**src/rtl/board_pkg.sv**
```systemverilog
// Shared definitions for the board loader: sizes, parser word layout,
// controller states and the per-line index entry.
package board_pkg;

    localparam int MAX_LINES     = 22;   // rows + columns of an 11x11 board
    localparam int BITMAP_W      = 11;   // option bitmap width
    localparam int LINE_IDX_W    = 5;    // line index width
    localparam int ENTRY_BASE_W  = 12;   // base address width of an index entry
    localparam int ENTRY_CNT_W   = 10;   // option count width of an index entry

    // Parser word layout
    localparam int WORD_W        = 16;
    localparam int WORD_HDR_BIT  = 15;   // 1 = header, 0 = option bitmap
    localparam int WORD_IDX_MSB  = 14;   // header: line index
    localparam int WORD_IDX_LSB  = 10;
    localparam int WORD_CNT_MSB  = 9;    // header: expected option count [9:0]

    typedef enum logic [1:0] {
        IDLE  = 2'd0,
        LOAD  = 2'd1,
        ARMED = 2'd2,
        SOLVE = 2'd3
    } state_t;

    // One line of the index: where its options start and how many there are.
    typedef struct packed {
        logic [ENTRY_BASE_W-1:0] base;
        logic [ENTRY_CNT_W-1:0]  cnt;
    } index_entry_t;

    function automatic logic [LINE_IDX_W-1:0] word_line_idx(input logic [WORD_W-1:0] w);
        return w[WORD_IDX_MSB:WORD_IDX_LSB];
    endfunction

endpackage

```
**src/rtl/board_index_table.sv**
```systemverilog
// Per-line index register file: one synchronous write port, one
// combinational read port, bulk clear. Indices past DEPTH read as zero.
module board_index_table
    import board_pkg::*;
#(
    parameter int DEPTH = MAX_LINES
) (
    input  logic                  clk,
    input  logic                  rst,
    input  logic                  clr,
    input  logic                  we,
    input  logic [LINE_IDX_W-1:0] waddr,
    input  index_entry_t          wdata,
    input  logic [LINE_IDX_W-1:0] raddr,
    output index_entry_t          rdata
);

    index_entry_t entry_q [DEPTH];

    for (genvar gi = 0; gi < DEPTH; gi++) begin : g_entry
        index_entry_t entry_reg;

        // Hold one line's entry; cleared on reset and when a board is released
        always_ff @(posedge clk) begin
            if (rst || clr) begin
                entry_reg <= '0;
            end else if (we && (waddr == LINE_IDX_W'(gi))) begin
                entry_reg <= wdata;
            end
        end

        assign entry_q[gi] = entry_reg;
    end

    // Combinational lookup; unmapped line numbers report an empty line
    always_comb begin
        rdata = '0;
        if (raddr < LINE_IDX_W'(DEPTH)) begin
            rdata = entry_q[raddr];
        end
    end

endmodule

```
**src/rtl/board_load_ctrl.sv**
```systemverilog
// Board loader: packs parser option bitmaps into the option BRAM, builds
// the per-line index, starts the solver and serves its (line, option) reads
// with a fixed BRAM_LAT-cycle return.
// Optional build macro LOAD_CHECK_EN adds consistency checks to load_err
// (count mismatch, line total mismatch, stray option in IDLE, repeated line).
module board_load_ctrl #(
    parameter int MAX_LINES = board_pkg::MAX_LINES,
    parameter int ADDR_W    = board_pkg::ENTRY_BASE_W,
    parameter int CNT_W     = board_pkg::ENTRY_CNT_W,
    parameter int BRAM_LAT  = 2
) (
    input  logic              clk,
    input  logic              rst,
    input  logic              word_valid,
    input  logic [15:0]       word,
    input  logic              board_done,
    input  logic [3:0]        n,
    input  logic [3:0]        m,
    output logic [ADDR_W-1:0] bram_addr,
    output logic [15:0]       bram_din,
    output logic              bram_we,
    input  logic [15:0]       bram_dout,
    output logic              solve_start,
    input  logic              solve_done,
    input  logic              rd_req,
    input  logic [4:0]        rd_line,
    input  logic [CNT_W-1:0]  rd_opt,
    output logic              rd_ready,
    output logic              rd_valid,
    output logic [10:0]       rd_data,
    output logic [CNT_W-1:0]  rd_count,
    output logic              rd_oob,
    output logic [1:0]        state,
    output logic              load_err
);
    import board_pkg::*;

    localparam logic [LINE_IDX_W-1:0] LINES_LIM = LINE_IDX_W'(MAX_LINES);

    state_t                  state_reg, state_next;
    logic [ADDR_W-1:0]       wr_ptr_reg, wr_ptr_next;
    logic                    full_reg, full_next;       // last BRAM word written
    logic                    open_reg, open_next;       // a valid line is being filled
    logic [LINE_IDX_W-1:0]   cur_idx_reg, cur_idx_next;
    logic [ADDR_W-1:0]       cur_base_reg, cur_base_next;
    logic [CNT_W-1:0]        cur_cnt_reg, cur_cnt_next;
    logic [LINE_IDX_W-1:0]   nm_reg, nm_next;           // n + m of the loaded board
    logic                    err_reg, err_next;
`ifdef LOAD_CHECK_EN
    logic [CNT_W-1:0]        exp_reg, exp_next;
    logic [MAX_LINES-1:0]    seen_reg, seen_next;
    logic [LINE_IDX_W-1:0]   lines_reg, lines_next;
`endif

    logic                    take_header, take_option, take_done;
    logic [LINE_IDX_W-1:0]   hdr_idx;
    logic [LINE_IDX_W-1:0]   nm_in;
    logic                    rd_accept;
    logic                    rd_oob_now;

    logic                    tbl_we, tbl_clr;
    logic [LINE_IDX_W-1:0]   tbl_waddr;
    index_entry_t            tbl_wdata, rd_entry;

    assign hdr_idx = word_line_idx(word);
    assign nm_in   = {1'b0, n} + {1'b0, m};

    board_index_table #(
        .DEPTH (MAX_LINES)
    ) u_index_table (
        .clk   (clk),
        .rst   (rst),
        .clr   (tbl_clr),
        .we    (tbl_we),
        .waddr (tbl_waddr),
        .wdata (tbl_wdata),
        .raddr (rd_line),
        .rdata (rd_entry)
    );

    // State and load bookkeeping registers
    always_ff @(posedge clk) begin
        if (rst) begin
            state_reg    <= IDLE;
            wr_ptr_reg   <= '0;
            full_reg     <= 1'b0;
            open_reg     <= 1'b0;
            cur_idx_reg  <= '0;
            cur_base_reg <= '0;
            cur_cnt_reg  <= '0;
            nm_reg       <= '0;
            err_reg      <= 1'b0;
`ifdef LOAD_CHECK_EN
            exp_reg      <= '0;
            seen_reg     <= '0;
            lines_reg    <= '0;
`endif
        end else begin
            state_reg    <= state_next;
            wr_ptr_reg   <= wr_ptr_next;
            full_reg     <= full_next;
            open_reg     <= open_next;
            cur_idx_reg  <= cur_idx_next;
            cur_base_reg <= cur_base_next;
            cur_cnt_reg  <= cur_cnt_next;
            nm_reg       <= nm_next;
            err_reg      <= err_next;
`ifdef LOAD_CHECK_EN
            exp_reg      <= exp_next;
            seen_reg     <= seen_next;
            lines_reg    <= lines_next;
`endif
        end
    end

    // Next-state, table updates and BRAM port control
    always_comb begin
        state_next    = state_reg;
        wr_ptr_next   = wr_ptr_reg;
        full_next     = full_reg;
        open_next     = open_reg;
        cur_idx_next  = cur_idx_reg;
        cur_base_next = cur_base_reg;
        cur_cnt_next  = cur_cnt_reg;
        nm_next       = nm_reg;
        err_next      = err_reg;
`ifdef LOAD_CHECK_EN
        exp_next      = exp_reg;
        seen_next     = seen_reg;
        lines_next    = lines_reg;
`endif
        take_header = 1'b0;
        take_option = 1'b0;
        take_done   = 1'b0;
        tbl_we      = 1'b0;
        tbl_clr     = 1'b0;
        tbl_waddr   = cur_idx_reg;
        tbl_wdata   = '0;
        bram_we     = 1'b0;
        bram_addr   = '0;
        bram_din    = '0;
        solve_start = 1'b0;
        rd_ready    = 1'b0;
        rd_accept   = 1'b0;

        case (state_reg)
            IDLE: begin
                if (word_valid && word[WORD_HDR_BIT]) begin
                    // First header of a new board: start from a clean slate
                    state_next  = LOAD;
                    err_next    = 1'b0;
                    full_next   = 1'b0;
                    open_next   = 1'b0;
                    take_header = 1'b1;
`ifdef LOAD_CHECK_EN
                    seen_next   = '0;
                    lines_next  = '0;
                end else if (word_valid) begin
                    err_next    = 1'b1;
`endif
                end
            end
            LOAD: begin
                take_header = word_valid &&  word[WORD_HDR_BIT];
                take_option = word_valid && !word[WORD_HDR_BIT];
                take_done   = board_done;
            end
            ARMED: begin
                solve_start = 1'b1;
                state_next  = SOLVE;
            end
            SOLVE: begin
                rd_ready  = !solve_done;
                rd_accept = rd_req && !solve_done;
                if (rd_accept) begin
                    bram_addr = rd_entry.base + ADDR_W'(rd_opt);
                end
                if (solve_done) begin
                    state_next  = IDLE;
                    wr_ptr_next = '0;
                    tbl_clr     = 1'b1;
                end
            end
            default: state_next = IDLE;
        endcase

        // Header: close the open line, then open the new one at wr_ptr
        if (take_header) begin
`ifdef LOAD_CHECK_EN
            if (open_next && (cur_cnt_next != exp_next)) err_next = 1'b1;
`endif
            if (hdr_idx >= LINES_LIM) begin
                open_next = 1'b0;
                err_next  = 1'b1;
            end else begin
`ifdef LOAD_CHECK_EN
                if (seen_next[hdr_idx]) err_next = 1'b1;
                seen_next[hdr_idx] = 1'b1;
                lines_next = lines_next + LINE_IDX_W'(1);
                exp_next   = CNT_W'(word[WORD_CNT_MSB:0]);
`endif
                open_next      = 1'b1;
                cur_idx_next   = hdr_idx;
                cur_base_next  = wr_ptr_next;
                cur_cnt_next   = '0;
                tbl_we         = 1'b1;
                tbl_waddr      = hdr_idx;
                tbl_wdata.base = wr_ptr_next;
                tbl_wdata.cnt  = '0;
            end
        end

        // Option: append to BRAM unless the line was dropped or BRAM is full
        if (take_option && open_next) begin
            if (full_next) begin
                err_next = 1'b1;
            end else begin
                bram_we        = 1'b1;
                bram_addr      = wr_ptr_next;
                bram_din       = word;
                cur_cnt_next   = cur_cnt_next + CNT_W'(1);
                tbl_we         = 1'b1;
                tbl_waddr      = cur_idx_next;
                tbl_wdata.base = cur_base_next;
                tbl_wdata.cnt  = cur_cnt_next;
                if (wr_ptr_next == '1) begin
                    full_next = 1'b1;
                end else begin
                    wr_ptr_next = wr_ptr_next + ADDR_W'(1);
                end
            end
        end

        // End of board: close the last line and arm the solver
        if (take_done) begin
`ifdef LOAD_CHECK_EN
            if (open_next && (cur_cnt_next != exp_next)) err_next = 1'b1;
            if (lines_next != nm_in) err_next = 1'b1;
`endif
            open_next  = 1'b0;
            nm_next    = nm_in;
            state_next = ARMED;
        end
    end

    assign rd_oob_now = (rd_line >= nm_reg) || (rd_opt >= rd_entry.cnt);

    logic [BRAM_LAT-1:0] vld_pipe_reg;
    logic [BRAM_LAT-1:0] oob_pipe_reg;
    logic [CNT_W-1:0]    cnt_pipe_reg [BRAM_LAT];

    // Read-side metadata delayed to line up with the BRAM data
    always_ff @(posedge clk) begin
        if (rst) begin
            vld_pipe_reg <= '0;
            oob_pipe_reg <= '0;
            for (int i = 0; i < BRAM_LAT; i++) cnt_pipe_reg[i] <= '0;
        end else begin
            vld_pipe_reg[0] <= rd_accept;
            oob_pipe_reg[0] <= rd_accept && rd_oob_now;
            cnt_pipe_reg[0] <= rd_accept ? rd_entry.cnt : '0;
            for (int i = 1; i < BRAM_LAT; i++) begin
                vld_pipe_reg[i] <= vld_pipe_reg[i-1];
                oob_pipe_reg[i] <= oob_pipe_reg[i-1];
                cnt_pipe_reg[i] <= cnt_pipe_reg[i-1];
            end
        end
    end

    logic dout_unused;
    assign dout_unused = ^bram_dout[15:BITMAP_W];

    assign rd_valid = vld_pipe_reg[BRAM_LAT-1];
    assign rd_oob   = oob_pipe_reg[BRAM_LAT-1];
    assign rd_count = cnt_pipe_reg[BRAM_LAT-1];
    assign rd_data  = (rd_valid && !rd_oob) ? bram_dout[BITMAP_W-1:0] : '0;
    assign state    = state_reg;
    assign load_err = err_reg;

endmodule

```
**config.mk**
```make
export PLATFORM = sky130hd
export DESIGN_NAME = board_load_ctrl
export DESIGN_NICKNAME = d
export VERILOG_FILES = /design/src/rtl/board_pkg.sv /design/src/rtl/board_index_table.sv /design/src/rtl/board_load_ctrl.sv
export SDC_FILE = /design/constraint.sdc
export NUM_CORES = 1
export LEC_CHECK = 0
export CORE_AREA = 5 5 273 208
export DETAILED_ROUTE_END_ITERATION = 8
export DIE_AREA = 0 0 278 213
export REMOVE_ABC_BUFFERS = 1
export SKIP_LAST_GASP = 1
export SLEW_MARGIN = 0
export SYNTH_ARGS = -nofsm -noshare
export SYNTH_HDL_FRONTEND = slang
export SYNTH_SLANG_ARGS = --single-unit
```
**constraint.sdc**
```tcl
create_clock -name clk -period 18.21 [get_ports clk]
set_input_delay 5.463 -clock clk [delete_from_list [all_inputs] [get_ports clk]]
set_output_delay 5.463 -clock clk [all_outputs]
set_load 0.01 [all_outputs]
```
Word level (Yosys, flattened, before mapping)
Memories as Yosys holds them, arrays and structs flattened.
Cells that the tools add are included.
- flip-flop bits (word level): 537
- RAM bits: 20
- input port bits: 61
- output and inout bits: 57
- word-level logic and storage cells: 205
- memories kept: 1
- memory list (name ; words ; width ; rd ports ; clocked after memory_dff ; wr ports ; RTL line ; text):
    cnt_pipe_reg ; 2 ; 10 ; 2 ; 0 ; 2 ; board_load_ctrl.sv:250 ; logic [CNT_W-1:0] cnt_pipe_reg [BRAM_LAT];
- add/subtract/negate cells: 4
- order comparisons: 5
- eq/ne operators: 29
- multiplexer cells: 67
- bitwise logic cells: 3
- reductions and logical operators: 40
- operators by type and width (cell ; count):
    $mux W22 ; 7
    $mux W12 ; 11
    $bmux W22 S5 ; 1
    $mux W10 ; 7
    $eq A5 B4 Y1 const B ; 8
    $mux W16 ; 2
    $mux W1 ; 31
    $eq A5 B5 Y1 const B ; 6
    $logic_and A1 B1 Y1 ; 28
    $eq A5 B3 Y1 const B ; 4
    $add A12 B1 Y12 const B ; 1
    $add A12 B10 Y12 ; 1
    $eq A12 B12 Y1 const B ; 1
    $mux W11 ; 1
    $add A10 B1 Y10 const B ; 1
    $eq A5 B2 Y1 const B ; 2
    $ge A10 B10 Y1 ; 1
    $mux W5 ; 2
    $ge A6 B6 Y1 const B ; 1
    $mux W2 ; 3
    $ne A3 B3 Y1 const B ; 2
    $not A5 Y6 ; 1
    $pmux W2 S3 ; 1
    $reduce_and A3 Y1 ; 2
    17 further kinds ; 23

Depth between registers and ports, before layout
Gate-level depths: netlist of run 1.
- depth in word-level cells: 10
- gate-level depth with buffers: 17
- gate-level depth less buffers: 13

Modules after synthesis
A second synthesis of run 1 with hierarchy kept.
- cell total of the unflattened synthesis: 3152
- area total of the unflattened synthesis: 25543.2 um^2
- modules (own cells, without submodules) (module ; times used ; cells each ; area an instance (um^2) ; seq. area each (um^2)):
    board_index_table ; 1 ; 2609 ; 21094.0 ; 9689.3
    board_load_ctrl ; 1 ; 543 ; 4449.3 ; 1461.4

Least setup slack after synthesis of run 1
No wires, ideal clock.
- path kind: input-to-output
- from: input rd_line[0]
- to: output bram_addr[10]
- arrival time: 9084 ps
- required time: 12747 ps
- slack: 3663 ps
- cell stages on the path: 14
- cells stage by stage: buf_4 -> buf_1 -> mux4_2 -> mux4_2 -> a22o_1 -> ha_1 -> fa_1 -> a21oi_1 -> o21ai_0 -> a21oi_1 -> o21ba_2 -> o21ai_0 -> xnor2_1 -> o22ai_1
- longest elaborated chain between the ends: 10
- elaborated cells on any way between the ends: 11
- classes of those cells: 1 x add/sub; 1 x order compare; 8 x mux; 1 x bitwise
- ends and longest elaborated chain (what ; RTL line ; text):
    from (decl) ; board_load_ctrl.sv:26 ; input logic [4:0] rd_line,
    $not A5 Y6 (not written as such) ; board_index_table.sv:39 ; rdata = entry_q[raddr];
    $bmux W22 S5 ; board_index_table.sv:39 ;
    $mux W22 (not written as such) (2 in series) ; board_index_table.sv:39 ;
    $mux W22 (*) ; board_index_table.sv:38 ; if (raddr < LINE_IDX_W'(DEPTH)) begin
    $add A12 B10 Y12 (*) ; board_load_ctrl.sv:176 ; bram_addr = rd_entry.base + ADDR_W'(rd_opt);
    $mux W12 (*) ; board_load_ctrl.sv:175 ; if (rd_accept) begin
    $mux W12 (*) ; board_load_ctrl.sv:146 ; case (state_reg)
    $mux W12 ; board_load_ctrl.sv:215 ; if (full_next) begin
    $mux W12 (*) ; board_load_ctrl.sv:214 ; if (take_option && open_next) begin
    to (decl) ; board_load_ctrl.sv:19 ; output logic [ADDR_W-1:0] bram_addr,
Every way passes the cells marked *; elsewhere a longest branch is shown, timed or not. The select of a mux whose other input is x is not followed.

Final worst setup path of run 1
- from: input rd_line[3]
- to: output bram_addr[10]
Same word-level chain as after synthesis.

==> metrics, run 1 <==
run status finished clean; number of instances in the synthesized netlist 2722; netlist area before placement 0.0250 mm2; internal power summed over all cells 0.00197 W; total routing resource utilization after global routing 24.2%; startpoint-to-endpoint class of the critical path primary input to output pin; Detail Route Antenna Nets 0; count of unique library cells instantiated by Yosys 69; die outline width 278 um; setup-violating endpoint count in the final report 0; wire length of the first global-routing pass 113 mm; largest fanout of any net on the critical path 9; port buffer count 111; smallest hold slack 0.440 ns; initial antenna violation count 2; total power divided by cell area 91.3 mW/mm2; # nets final 2762; number of DRC markers in iteration 0 1739; number of global-route vias before repair 19000; Hold Crit Class register to register; final worst path period share 86.0%; library cell occupying the most area in the post-synthesis netlist dfxtp_1; primary flip-flop cell chosen by synthesis mapping dfxtp_1; first drt pass iteration count 5; fraction of synthesis flops using an asynchronous set or reset pin 0%; vias after detailed routing 19900; Peak supply drop 0.0000970 V; total clock sinks 557; sequential area share after synthesis 44.7%; H-tree levels 2; accumulated negative setup slack 0 ns; Warnings, synthesis 0; leakage power summed over all cells 9.26 nW; Setup crit end kind output pin; Hold Fails Final Rpt 0; Overflow after GRT 0; routed wirelength normalized by instance count 21.5 um; startpoint type of the worst setup path primary input; worst slew pin tran 1.32 ns; register bit count reported by yosys 557; setup bufs post-CTS 0; maximum number of pins on one net before global-route repair 111; buffer type at the clock tree root clkbuf_16; clock tree from TritonCTS yes; maximum frequency from static timing analysis 63.9 MHz; CP cell instances clkdlybuf4s50_1, inv_1, mux4_2, a22o_1, ha_1, fa_1, a21oi_1, o21ai_0, a21oi_1, o21ba_2, o21ai_0, xnor2_1, o22ai_1, clkdlybuf4s50_1; share of the synthesized area in the top cell type 44.7%; DRC violation count after routing 0; cts hold-fix bufs 0; required arrival time at the worst endpoint 12.75 ns; signal arrival time at the worst endpoint 10.19 ns; core area 0.0539 mm2; Vert. Die Dim 213 um; DPL Wire Length 44.7 mm; number of enable flip-flop cells after synthesis 0; Post-Route WL 73.7 mm; cell with the biggest individual delay on the critical path clkdlybuf4s50_1; Layout Skew 0.0238 ns; number of buffers added by the clock tree synthesis step 54; sw frac 22.9%; Starting Density 46.3%; relative slew slack 12.0%; unrepaired setup endpoints after global routing false; placer congestion estimate 0.892; power spent charging and discharging nets 0.000585 W; logic gate share of total power 5.3%; post-cts gate resize count 0; slack of the worst reg-to-reg path 13.41 ns; clock insertion delay at the later pin of the skew report 0.61 ns; Slew Limit Fails 0; number of placement rows 74; Seq pwr share 48.1%; Synth-to-Final Area Change 12.0%; Die Area 0.0592 mm2; max FFs per register 484; clock period minus worst slack 15.66 ns; top-level I/O count 118; cell types occupying the most area after synthesis dfxtp_1 45%, mux4_2 11%, nor2_1 7.4%; Synth Area per Inst 9.17 um2; Clock Tree Buf Depth 3; share of cells above drive strength 1 11.7%; count of max-cap constraint violations 0; CP max stage delay 0.62 ns; ratio of routed vias to standard cells 5.80; clock network fraction of design power 46.6%; clock-pin slew reported for the worst setup and hold paths after clock tree synthesis 0.06 ns
-- cells in the final DEF (no fill, tap or decap), drive strengths merged, types with 9 or more instances in the layout --
cell type and instances:
inv 28, nand2 327, clkdlybuf4s50 107, xor2 12, mux4 126, o21ai 42
nand3 39, and2 29, o22ai 13, buf 43, nor3 29, clkbuf 80
clkinv 11, nor2b 20, nand4 17, a21oi 278, a22o 10, a21o 11
a22oi 9, nor2 512, o2bb2ai 9, ha 32, xnor2 24, mux2i 65
a211oi 214, dfxtp 557, and3 10
-- path summary, 6_finish.rpt --
check	from	end	cells after the start
worst min-delay path	vld_pipe_reg[0]	vld_pipe_reg[1]	1
worst min register to register	vld_pipe_reg[0]	vld_pipe_reg[1]	1
worst max-delay path	rd_line[3]	bram_addr[10]	14
worst max register to register	state[0]	u_index_table.entry_q[196]	6
-- per-stage QoR --
| step | area [um2] | util (%) | setup slack (ns) | power (W) | std cells |
|---|---|---|---|---|---|
| CTS | 28000 | 51.9 | 2.58 | 0.00257 | 3432 |
| floorplan | 23700 | - | 3.80 | 0.00132 | 2460 |
| global route | 28000 | 51.9 | 2.33 | 0.00264 | 3432 |
| finish | 28000 | 51.9 | 2.55 | 0.00255 | 3433 |
| global placement | 26100 | 48.4 | 2.65 | 0.00139 | 3333 |
| detailed placement | 26100 | 48.4 | 2.59 | 0.00139 | 3333 |
-- critical path, delay by kind of cell --
family | cells | cell delay (ns)
fa+ha+maj | 2 | 0.67
buf+inv | 3 | 1.78
mux | 1 | 0.62
compound gates | 7 | 1.48
xor+xnor | 1 | 0.16
-- kinds of logic (layout without fill, tap and decap cells) --
logic type	Yosys count	in the layout	share of synthesized area (%)
AO/OA/AOI/OAI	603	603	15.3
XOR/XNOR	36	36	1.26
adder cells (fa/ha/maj)	34	34	1.76
buffers and inverters	289	277	5.46
flip-flops	557	557	44.7
multiplexers	195	195	14.3
other	1	2	0.0150
AND/OR/NAND/NOR	1007	1007	17.3
-- power groups by stage --
stage	Sequential, W	Combinational (W)	Clock [W]
2_1_floorplan	0.00126	0.0000691	0
3_3_place_gp	0.00126	0.000132	0
3_5_place_dp	0.00126	0.000134	0
4_1_cts	0.00123	0.000135	0.00121
5_1_grt	0.00123	0.000144	0.00126
6_report	0.00123	0.000135	0.00119
-- per-layer routing --
layer | wire length (um) | vias to the layer above | GRT usage [%]
met2 | 31600 | 737 | 36.6
met4 | 1910 | 0 | 6.94
li1 | - | 9390 | -
met1 | 34100 | 9635 | 35.0
met3 | 6070 | 134 | 5.55
met5 | 0 | - | 0
-- layout make-up --
cell class	count	area, um2
Fill cell	4904	25900
Multi-Input combinational cell	1876	12500
Sequential cell	557	11200
Clock buffer	79	1610
Timing Repair Buffer	151	1400
Tap cell	722	903
Clock inverter	20	278
Inverter	27	101
Antenna cell	1	2.50
-- cells in the mapped netlist, types with 10 or more instances --
cell type / instances
ha_1: 32
nor2_1: 494
clkbuf_1: 123
a21oi_1: 277
and3_1: 10
buf_4: 31
o22ai_1: 11
buf_2: 94
dfxtp_1: 557
mux4_2: 126
xor2_1: 12
nand3_1: 38
inv_1: 25
mux2i_1: 63
nand4_1: 17
nand2_1: 321
nor3_1: 29
xnor2_1: 24
a21o_1: 10
o21ai_0: 35
and2_1: 29
a211oi_1: 214
nor2b_1: 20
a22o_1: 10
nor2_4: 10
Power figures use the tool's default switching activity.
==> run 2, diff against run 1 <==
- GPL_TIMING_DRIVEN: default -> 0
==> run 2 against run 1 <==
  * Final cell count about the same
  * Largest power group unchanged
  * Highest routed layer unchanged
  * Global-route usage decreased by 0.19 points
  * Clock power barely moved
  * Maximum frequency shrank 1.6%
  * Count of clock-buffer cells in the layout fell by 6
  * Sequential share of layout area shrank 0.76 points
  * Hold slack got worse by 0.0054 ns
  * Wire length fell by 1.4%
  * Critical path depth up 2
  * Sequential power is essentially flat
  * Sequential cell count did not move
==> metrics, run 2 (synthesis results as in run 1) <==
total routing resource utilization after global routing 24.0% (-0.19 points); wire length of the first global-routing pass 113 mm (about the same); maximum frequency from static timing analysis 62.8 MHz (-1.6%); clock insertion delay at the later pin of the skew report 0.62 ns (about the same); top library cells by usage in the layout, fill and taps aside 557 x dfxtp_1, 489 x nor2_1, 321 x nand2_1; signal arrival time at the worst endpoint 10.45 ns (+0.26 ns); leakage power summed over all cells 9.43 nW (+1.8%); largest fanout of any net on the critical path 43 (+34); number of buffers added by the clock tree synthesis step 54 (unchanged); Power, Total 0.00256 W (+0.24%); placer congestion estimate 0.848 (-5.0%); first drt pass iteration count 5 (unchanged); setup bufs post-CTS 0 (unchanged); final standard cell utilization of the core 52.9% (+1.0 points); setup-violating endpoint count in the final report 0 (unchanged); post-cts gate resize count 0 (unchanged); worst slew pin tran 1.29 ns (-0.0321 ns); max FFs per register 484 (unchanged); vias after detailed routing 19900 (+0.25%); Post-Route WL 72.6 mm (-1.4%); run status finished clean; Overflow after GRT 0 (unchanged); DPL Wire Length 45.6 mm (+2.0%); r2r worst-path depth 5 (-1); relative slew slack 14.1% (+2.1 points); Hold Crit Class register to register; core area 0.0539 mm2 (unchanged); port buffer count 111 (unchanged); clock tree from TritonCTS yes; accumulated negative setup slack 0 ns (unchanged); DRC violation count after routing 0 (unchanged); unrepaired setup endpoints after global routing false; kind of cell with the highest combined delay on the critical path buffers and inverters; top-level I/O count 118 (unchanged); Synth-to-Final Area Change 14.1%; # nets final 2763 (+0.036%); number of global-route vias before repair 19000 (+0.33%); cts hold-fix bufs 0 (unchanged); setup slack after placement 2.27 ns (-0.320 ns); number of DRC markers in iteration 0 2187 (+26%); final worst path period share 87.4% (+1.4 points); cell with the biggest individual delay on the critical path clkinv_1; initial antenna violation count 0 (-2); Top cell by count, worst path o21ai_0; Starting Density 46.3% (unchanged); CP max stage delay 1.06 ns (+0.44 ns); combined flip-flop and latch cell area 0.0112 mm2 (unchanged); die outline width 278 um (unchanged); instance count on the critical path 16 (+2); buffer type at the clock tree root clkbuf_16; Setup crit end kind output pin; H-tree levels 2 (unchanged); count of cells along the worst hold path 1 (unchanged); count of buffer and inverter cells on the critical path 4 (+1); diode count 0 (-1); Hold Fails Final Rpt 0 (unchanged); area of the multi-input gates 0.0126 mm2 (+0.46%); Clock Tree Buf Depth 3 (unchanged); Peak supply drop 0.0000619 V (-36%); Detail Route Antenna Nets 0 (unchanged); ratio of routed vias to standard cells 5.81 (+0.30%); total power divided by cell area 89.8 mW/mm2 (-1.7%); Vert. Die Dim 213 um (unchanged); Layout Skew 0.0246 ns (+0.000796 ns); total clock sinks 557 (unchanged); clock period minus worst slack 15.91 ns (+0.256 ns); routed wirelength normalized by instance count 21.2 um (-1.4%); Die Area 0.0592 mm2 (unchanged); Slew Limit Fails 0 (unchanged); count of max-cap constraint violations 0 (unchanged); required arrival time at the worst endpoint 12.75 ns (about the same); final standard cell area without fillers 0.0285 mm2 (+1.9%); leading cell type in the layout, fill and taps excluded dfxtp_1; CP cell instances buf_4, buf_16, clkinv_1, nand2_1, o21ai_0, a22o_1, ha_1, fa_1, a21oi_1, o21ai_0, a21oi_1, o21ba_2, o21ai_0, xnor2_1, o22ai_1, clkdlybuf4s50_1; startpoint type of the worst setup path primary input; startpoint-to-endpoint class of the critical path primary input to output pin; share of cells above drive strength 1 12.0% (+0.34 points); clock-pin slew reported for the worst setup and hold paths after clock tree synthesis 0.06 ns (about the same); area post-placement 0.0266 mm2 (+2.1%); FILL cells 4828 (-1.5%); maximum number of pins on one net before global-route repair 82 (-26%); worst path setup slack after routing 2.30 ns (-0.256 ns); number of placement rows 74 (unchanged)
## run 2: area by class of cell
cell class                      instances  share of cell area, %
Multi-Input combinational cell       1876                   44.1
Sequential cell                       557                   39.1
Timing Repair Buffer                  152                   6.67
Clock buffer                           73                   5.31
Tap cell                              722                   3.17
Clock inverter                         24                   1.26
Inverter                               27                  0.356
## run 2: power by group
part / internal (W) / total (W) / switching [W]
combinational: 0.0000530 / 0.000143 / 0.0000901
sequential: 0.00122 / 0.00123 / 0.00000461
clock: 0.000697 / 0.00119 / 0.000490
total: 0.00197 / 0.00256 / 0.000585
## run 2: per-layer routing
layer,global-route usage (%),up-vias,wire length [um]
met2,37.2,743,32000
met5,0,-,0
li1,-,9392,-
met3,3.39,111,5630
met4,6.15,0,1520
met1,35.6,9699,33500
## run 2: worst register-to-register path, delay by kind of cell (launching register included)
kind	cells	cell delay, ns
buffers and inverters	1	0.96
AOI/OAI and AO/OA	1	0.49
and+or+nand+nor	3	1.89
DFF	1	0.54
## run 2: metrics by stage
stage	std cells	hold WS, ns
floorplan	2460	0.414
global placement	3293	0.420
detailed placement	3334	0.425
CTS	3431	0.439
global route	3431	0.453
finish	3431	0.435
## run 2: path summary, 6_finish.rpt
path	from	endpoint	slack, ns
worst max-delay path	rd_line[2]	bram_addr[10]	2.30
worst min-delay path	vld_pipe_reg[0]	vld_pipe_reg[1]	0.43
worst max register to register	state[0]	u_index_table.entry_q[383]	14.25
worst min register to register	vld_pipe_reg[0]	vld_pipe_reg[1]	0.43
